File: src/rtl/mux16_rr_sched.sv
// Round-robin scheduler that owns the select of a shared 16:1 single-bit mux and
// streams the grantee's bit onto a registered output in bursts of up to MAX_BURST.
module mux16_rr_sched #(
    parameter int MAX_BURST = 8
) (
    input  logic        clk,
    input  logic        rst_n,
    input  logic [15:0] req,
    input  logic [15:0] in,
    output logic [3:0]  sel,
    output logic [15:0] grant,
    output logic        q,
    output logic        valid,
    output logic [3:0]  owner,
    output logic        last
);

    localparam int CNT_W = (MAX_BURST > 1) ? $clog2(MAX_BURST) : 1;
    localparam logic [CNT_W-1:0] CNT_LAST = CNT_W'(MAX_BURST - 1);

    typedef enum logic {
        IDLE,
        GRANT
    } state_t;

    state_t           state;
    logic [3:0]       ptr;
    logic [CNT_W-1:0] cnt;
    logic [3:0]       winner;
    logic [3:0]       idx;

    // Scan from the farthest offset down so the closest requester to ptr is written last.
    // NOTE: every always_comb output gets a default first; otherwise a latch is inferred.
    always_comb begin
        winner = ptr;
        idx    = ptr;
        for (int k = 15; k >= 0; k--) begin
            idx = ptr + 4'(k);
            if (req[idx]) winner = idx;
        end
    end

    // NOTE: sequential state uses non-blocking assignments so every register sees pre-edge values.
    always_ff @(posedge clk or negedge rst_n) begin
        if (!rst_n) begin
            state <= IDLE;
            ptr   <= '0;
            cnt   <= '0;
            sel   <= '0;
            grant <= '0;
            q     <= 1'b0;
            valid <= 1'b0;
            owner <= '0;
            last  <= 1'b0;
        end else begin
            case (state)
                IDLE: begin
                    valid <= 1'b0;
                    last  <= 1'b0;
                    if (|req) begin
                        state <= GRANT;
                        sel   <= winner;
                        grant <= 16'(1) << winner;
                        cnt   <= '0;
                    end
                end
                GRANT: begin
                    if (req[sel]) begin
                        q     <= in[sel];
                        owner <= sel;
                        valid <= 1'b1;
                        if (cnt == CNT_LAST) begin
                            last  <= 1'b1;
                            state <= IDLE;
                            grant <= '0;
                            ptr   <= sel + 4'd1;
                        end else begin
                            cnt  <= cnt + CNT_W'(1);
                            last <= 1'b0;
                        end
                    end else begin
                        // Requester let go: end the burst without a transfer or a last flag.
                        valid <= 1'b0;
                        last  <= 1'b0;
                        state <= IDLE;
                        grant <= '0;
                        ptr   <= sel + 4'd1;
                    end
                end
                default: state <= IDLE;
            endcase
        end
    end

endmodule

File: config.mk
export PLATFORM = sky130hd
export DESIGN_NAME = mux16_rr_sched
export DESIGN_NICKNAME = d
export VERILOG_FILES = /design/src/rtl/mux16_rr_sched.sv
export SDC_FILE = /design/constraint.sdc
export NUM_CORES = 1
export LEC_CHECK = 0
export CAP_MARGIN = 20
export CORE_UTILIZATION = 60
export DETAILED_ROUTE_END_ITERATION = 16
export PLACE_DENSITY = 0.89
export SLEW_MARGIN = 40
export SYNTH_ARGS = -nofsm -noshare
export SYNTH_HDL_FRONTEND = slang
export SYNTH_SLANG_ARGS = --single-unit
File: constraint.sdc
create_clock -name clk -period 8.32 [get_ports clk]
set_clock_uncertainty 0.1 [all_clocks]
set_input_delay 1.664 -clock clk [delete_from_list [all_inputs] [get_ports clk]]
set_output_delay 1.664 -clock clk [all_outputs]
set_load 0.005 [all_outputs]
# Yosys cells after proc, flatten, opt, wreduce, memory -nomap -nowiden
# Index checks and enable logic that the tools add are counted.
# totals
out_inout_bits	27
inputBits	34
wordCells	128
regBits	35
# op_classes
n_eq_ne	6
order_cmp	17
n_mux	71
n_shift	1
reduce_logical	6
addsub	17
bitwise	1
# op_table
cell	count
4-bit by 5-bit less-than comparator with 1-bit output (second input constant)	17
1-bit binary-select mux with 4-bit select	18
4-bit two-way mux	18
16-bit two-way mux	3
4-bit adder (second input constant)	8
16-bit case mux with 2 select lines	1
1-bit two-way mux	24
4-bit by 3-bit adder with 4-bit output (second input constant)	4
16-bit OR reduction	1
1-bit by 4-bit << shifter with 16-bit output (first input constant)	1
3-bit two-way mux	3
4-bit by 1-bit adder with 4-bit output (second input constant)	2
4-bit by 2-bit adder with 4-bit output (second input constant)	2
2-bit AND reduction	4
1-bit case mux with 2 select lines	3
3-bit case mux with 2 select lines	1
2-bit by 1-bit != test with 1-bit output (second input constant)	2
2-bit != test (second input constant)	2
3-bit by 1-bit adder with 3-bit output (second input constant)	1
3-bit equality test (second input constant)	1
3-bit by 2-bit != test with 1-bit output (second input constant)	1
3-bit AND reduction	1
1-bit inverter	1

# Depth between registers and ports, before layout
# Gate-level depths: netlist of the first run.
# logic_depth
depth_word	22
mapped_depth	16
depth_no_buf	12

# Worst setup path after synthesis of the first run
# No wires, ideal clock.
# synth_path
path_kind	flip-flop to flip-flop
from	register ptr[1]
to	register grant[7]
n_path_buf	4
arrival_time_ps	4513
stages_incl_launch_ff	16
t_required_ps	8145
setup_time_ps	75
path_slack_ps	3632
path_cell_list	dfrtp_1 > buf_2 > buf_1 > clkinv_1 > ha_1 > buf_2 > buf_2 > mux4_2 > mux4_2 > or2_1 > a311o_1 > a41oi_2 > o211ai_2 > or2_4 > or2_4 > o21ai_2
# synth_via
elab_chain_cells	22
# synth_rtl
element	line	rtl
start, declared	27	logic [3:0] ptr;
start signal, assigned	76	ptr <= sel + 4'd1;
start signal, assigned	87	ptr <= sel + 4'd1;
4-bit adder	38	idx = ptr + 4'(k);
1-bit binary-select mux with 4-bit select	39	if (req[idx]) winner = idx;
1-bit two-way mux (not written as such)	39	
4-bit two-way mux (15 in a row)	39	
4-bit two-way mux *	39	
1-bit by 4-bit << shifter with 16-bit output *	63	grant <= 16'(1) << winner;
16-bit two-way mux *	60	if (|req) begin
16-bit case mux with 2 select lines *	56	case (state)
end signal, assigned	63	
end, declared	11	output logic [15:0] grant,
# Every way passes the cells marked *; elsewhere a longest branch is shown, timed or not. The select of a mux whose other input is x is not followed.
# A chain may end at the register's enable or synchronous reset.

# Final worst setup path of the first run
# layout_path
from	input port req[9]
to	register grant[14]
# layout_via
elab_chain_cells	21
# layout_rtl
element	line	rtl
start, declared	8	input logic [15:0] req,
1-bit binary-select mux with 4-bit select	39	
1-bit two-way mux (not written as such)	39	
4-bit two-way mux (16 in a row)	39	
1-bit by 4-bit << shifter with 16-bit output	63	
16-bit two-way mux	60	
16-bit case mux with 2 select lines	56	
# Several ways; a longest one is shown, not always the timed one. The select of a mux whose other input is x is not followed.

==> qor.csv, run 1 <==
metric,value,unit
status,"finished, final reports clean",
drv_slew,0,
synth_edf_count,0,
die_w,85.2,um
yosysWarnings,0,
numPortBuffers,60,
ys_seq_area_frac,0.211,
final.setup.tns,0,ns
dpl-instance-area,0.00477,mm2
drt-initial-drc-count,366,
post_cts_buffers,0,
cts.sinks,35,
dp.final_hpwl,8.58,mm
fin_ws,3.13,ns
drive_above_1_share,0.178,
ys_ff_latch,35,
cp_max_fo,10,
min_period_over_period,0.624,
grt_pass1_wl,19.6,mm
dr_total_vias,3982,
hold_class,reg2reg,
rsz0062_at_grt,no,
crit_type,in2reg,
root_buffer,clkbuf_8,
synth.top_cell.area_share,0.211,
cts_resized,0,
finish.instance_area,0.00490,mm2
coreArea,0.00649,mm2
max_slew_margin,0.459,
die_h,85.2,um
syn_area,0.00415,mm2
hold_viol,0,
n_antenna_cell,0,
synth_cells,421,
overflow,0,
drt-total-wl,11.8,mm
routedWlPerCell,21.5,um
clock_latency,0.29,ns
fillers,438,
antenna_found_initial,0,
clkTransAtPathRegs,0.08,ns
synthToLayoutAreaGrowth,18.1,%
ant_nets,0,
arrival,5.26,ns
htreeDepth,2,
start_kind,primary input,
cap_violations,0,
io_pins,61,
cts_tree,yes,
grt_max_degree,36,
worst_pin_slew,0.812,ns
synth_area_leaders,"dfrtp_1 21%, mux4_2 21%, mux2i_1 9.2%, nand2_1 4.1%, mux2_2 3.3%",
synth_ff_type,dfrtp_1,
synth-async-reset-ratio,1.00,
die_area,0.00725,mm2
yosysTopAreaCell,dfrtp_1,
cts_buffers,5,
yosysUniqueCellTypes,66,
fmax,193,MHz
grt_pass1_vias,3958,
initial_utilization,0.639,
drt_pre_antenna_iters,7,
synth_nets,465,
cts_hold_buf,0,
cts_buffer_depth,2,
grt_usage,0.345,
fin_crit,5.19,ns
synth_area_per_cell,9.86,um2
place_ws,2.94,ns
drc,0,
nets,514,
vias_per_cell,7.27,
setup_viol,0,
required,8.39,ns
gp_congestion,0.992,
worst_setup_path_end_kind,register,
rows,29,
[area by class of cell]
type                    instances  area [um2]  share of cell area
repair buffers                 65         638               0.130
multi-input cells             350        3130               0.638
flip-flops and latches         35         876               0.179
inverters                      13        48.8             0.00995
clock buffers                   6        82.6              0.0168
clock inverters                 2        35.0             0.00715
well taps                      77        96.3              0.0197
[final timing paths]
check / slack (ns) / startpoint / depth (start not counted) / to
worst min register to register: 0.38 / owner[0] / 2 / owner[0]
worst max-delay path: 3.13 / req[9] / 11 / grant[14]
worst max register to register: 3.32 / ptr[1] / 12 / grant[7]
max in group asynchronous: 6.14 / rst_n / 2 / ptr[0]
min in group asynchronous: 1.67 / rst_n / 2 / grant[7]
worst min-delay path: 0.38 / owner[0] / 2 / owner[0]
[cells in the final DEF (no fill, tap or decap), types with 2 or more instances in the layout]
cell / synthesis / layout
o22ai_1: 3 / 3
clkdlybuf4s50_1: 0 / 60
xnor2_2: 1 / 3
mux2_2: 12 / 12
o21ai_1: 8 / 8
dfrtp_1: 35 / 35
a211oi_1: 4 / 4
or2_2: 2 / 2
clkbuf_8: 0 / 6
nor4b_1: 2 / 2
nor2b_1: 6 / 6
a21boi_0: 2 / 2
mux4_2: 38 / 38
buf_4: 1 / 5
clkinv_1: 2 / 2
xor2_1: 3 / 3
o21ai_0: 21 / 21
o221ai_1: 2 / 2
nand4_1: 2 / 2
nand2_1: 45 / 45
a311o_1: 3 / 3
a21o_1: 4 / 4
a211o_1: 2 / 2
mux2i_1: 38 / 38
nor3_2: 2 / 3
xnor2_1: 10 / 8
or2_4: 2 / 2
inv_1: 10 / 10
and3_1: 4 / 4
nor4_1: 6 / 6
o21ai_2: 2 / 2
nor3b_1: 3 / 3
nand3_1: 9 / 9
nor3_1: 12 / 11
ha_1: 10 / 9
a22o_1: 10 / 10
o211ai_1: 7 / 7
nor2_1: 31 / 30
mux4_1: 4 / 4
a21oi_1: 18 / 18
[synthesized netlist by cell type, drive strengths merged, types with 2 or more instances]
| master | n |
|---|---|
| nand2 | 45 |
| mux4 | 42 |
| mux2i | 38 |
| dfrtp | 35 |
| nor2 | 31 |
| o21ai | 31 |
| a21oi | 18 |
| buf | 16 |
| nor3 | 14 |
| mux2 | 12 |
| inv | 11 |
| xnor2 | 11 |
| a22o | 10 |
| ha | 10 |
| nand3 | 9 |
| o211ai | 8 |
| clkbuf | 7 |
| nor2b | 6 |
| nor4 | 6 |
| or2 | 5 |
| a211oi | 4 |
| a21o | 4 |
| and3 | 4 |
| xor2 | 4 |
| a21boi | 3 |
| a311o | 3 |
| nor3b | 3 |
| o22ai | 3 |
| a2111oi | 2 |
| a211o | 2 |
| a221oi | 2 |
| a41oi | 2 |
| and2 | 2 |
| clkinv | 2 |
| nand4 | 2 |
| nor4b | 2 |
| o221ai | 2 |
[flip-flops by register name (all words and copies together) (netlist names)]
signal	flops
grant	16
owner	4
ptr	4
sel	4
cnt	3
last	1
q	1
state	1
valid	1
[critical path: stages]
cell and delay, ns:
clkdlybuf4s50_1 0.61, mux4_2 0.53, mux2_2 0.31, mux2i_1 0.52, o21ai_0 0.27, a211o_1 0.35, a21oi_1 0.13, a2111oi_0 0.11
o221a_2 0.32, o21ai_1 0.32, o21ai_0 0.14
[kinds of logic after synthesis]
logic type                 Yosys count  share of synthesized area
DFF                                 35                      0.211
adders and majority gates           10                     0.0301
AOI/OAI and AO/OA                  102                      0.175
xor gates and xnor gates            15                     0.0353
buffers and inverters               36                     0.0419
muxes                               92                      0.356
and+or+nand+nor                    131                      0.151
[per-stage QoR]
| step | utilization | hold WS [ns] | instances |
|---|---|---|---|
| after floorplan | - | 0.354 | 421 |
| after global placement | 0.733 | 0.358 | 540 |
| after detailed placement | 0.734 | 0.364 | 540 |
| after CTS | 0.752 | 0.383 | 548 |
| after global routing | 0.755 | 0.417 | 548 |
| final | 0.755 | 0.380 | 548 |
[layer usage]
layer  up-vias  part of all wire  track usage
met2       288              0.48        0.552
met3        50             0.098       0.0739
li1       1742                 -            -
met1      1902              0.40        0.454
met4         0             0.030        0.151
met5         -                 0            0
Power of run 1 is not shown: default switching activity piles up to over one toggle a cycle in this logic, so the estimate is an artifact.
==> run 2, diff against run 1 <==
- CORE_UTILIZATION: 60 -> 56
- PLACE_DENSITY: 0.89 -> 0.84
- clock period: 8.32 -> 5.1 ns (I/O delays scaled with it)
==> qor.csv, run 2 (synthesis gave the netlist of run 1 again) <==
metric,value,unit
status,"finished, final reports clean",
final_common_cell,clkdlybuf4s50_1,
wl_met1,5.07,mm
clkTransAtPathRegs,0.07,ns
grt_usage,0.324,
io_pins,61,
n_antenna_cell,0,
hold_viol,0,
hold_path_depth,2,
die_area,0.00776,mm2
grt_max_degree,36,
largest_register_ffs,16,
cap_violations,0,
rows,31,
post_cts_buffers,0,
cts_buffers,5,
fmax,227,MHz
fin_crit,4.41,ns
drt-initial-drc-count,255,
min_from,owner[1],
final_cell_mix,"60 x clkdlybuf4s50_1, 45 x nand2_1, 38 x mux4_2, 38 x mux2i_1, 35 x dfrtp_1",
clock_latency,0.29,ns
r2r_end,grant[2],
drc,0,
arrival,4.49,ns
worst_setup_path_end_kind,register,
rsz0062_at_grt,no,
overflow,0,
vias_per_cell,6.68,
drt-total-wl,12.1,mm
die_w,88.1,um
final.setup.tns,0,ns
required,5.19,ns
drive_above_1_share,0.193,
drv_slew,0,
initial_utilization,0.575,
r2r_start,ptr[1],
antenna_found_initial,0,
htreeDepth,2,
start_kind,primary input,
cts_resized,0,
nets,525,
ant_nets,0,
coreArea,0.00721,mm2
worst_pin_slew,0.836,ns
cts_hold_buf,0,
cts_buffer_depth,2,
synthToLayoutAreaGrowth,20.4,%
die_h,88.1,um
numPortBuffers,60,
dr_wl_met3,936,um
cp_max_fo,10,
crit_type,in2reg,
worstRegToRegCells,12,
max_slew_margin,0.439,
setup_viol,0,
dr_total_vias,3879,
reg2reg_slack,0.76,ns
cts.sinks,35,
hold_class,reg2reg,
min_to,owner[1],
dr_wl_met2,5.60,mm
min_period_over_period,0.864,
cts_tree,yes,
top_layer,met4,
drt_pre_antenna_iters,5,
root_buffer,clkbuf_8,
grt_pass1_vias,3679,
routedWlPerCell,20.8,um
grt_pass1_wl,19.0,mm
gp_congestion,0.999,
dp.final_hpwl,9.01,mm
regMostFlops,grant,
==> run 2: worst max-delay path, stage by stage <==
cell             delay, ns
clkdlybuf4s50_1       0.57
mux4_1                0.73
mux4_2                0.62
or2_1                 0.33
nor2_1                0.12
o21ai_1               0.12
a221oi_4              0.34
xnor2_1               0.28
nor2_1                0.15
a22o_1                0.22
==> run 2: per-stage QoR <==
stage / instance area, um2 / utilization / hold slack, ns / setup slack, ns / cells
6_report: 5000 / 0.693 / 0.381 / 0.692 / 581
5_1_grt: 5000 / 0.693 / 0.405 / 0.556 / 581
4_1_cts: 4990 / 0.692 / 0.385 / 0.737 / 581
3_5_place_dp: 4880 / 0.676 / 0.364 / 0.434 / 573
3_3_place_gp: 4870 / 0.675 / 0.361 / 0.454 / 573
2_1_floorplan: 4150 / - / 0.354 / 0.412 / 421
==> run 2: area by class of cell <==
type	instances	area, um2
tap	99	124
clock buffer	5	68.8
inverter	13	48.8
sequential	35	876
timing repair buffer	76	721
fill	585	2220
multi-input combinational	350	3120
clock inverter	3	43.8
==> run 2: metal layers <==
layer / vias up / track usage
li1: 1758 / -
met1: 1877 / 0.449
met2: 203 / 0.495
met3: 41 / 0.0584
met4: 0 / 0.148
met5: - / 0
==> run 2: worst max-delay path by stage <==
stage	cells after the start	from	endpoint	slack (ns)
2_1_floorplan	15	ptr[1]	grant[7]	0.41
3_3_place_gp	10	req[4]	grant[7]	0.45
3_5_place_dp	10	req[4]	grant[2]	0.43
4_1_cts	10	req[4]	grant[7]	0.74
5_1_grt	10	req[4]	grant[2]	0.56
6_report	10	req[4]	grant[2]	0.69
Power of run 2 is left out for the same reason.
==> run 3, diff against run 2 <==
- CAP_MARGIN: 20 -> 10
==> results of run 3 <==
The final DEF is identical to that of run 2; final timing and power are the same.
Power of run 3 is left out for the same reason.
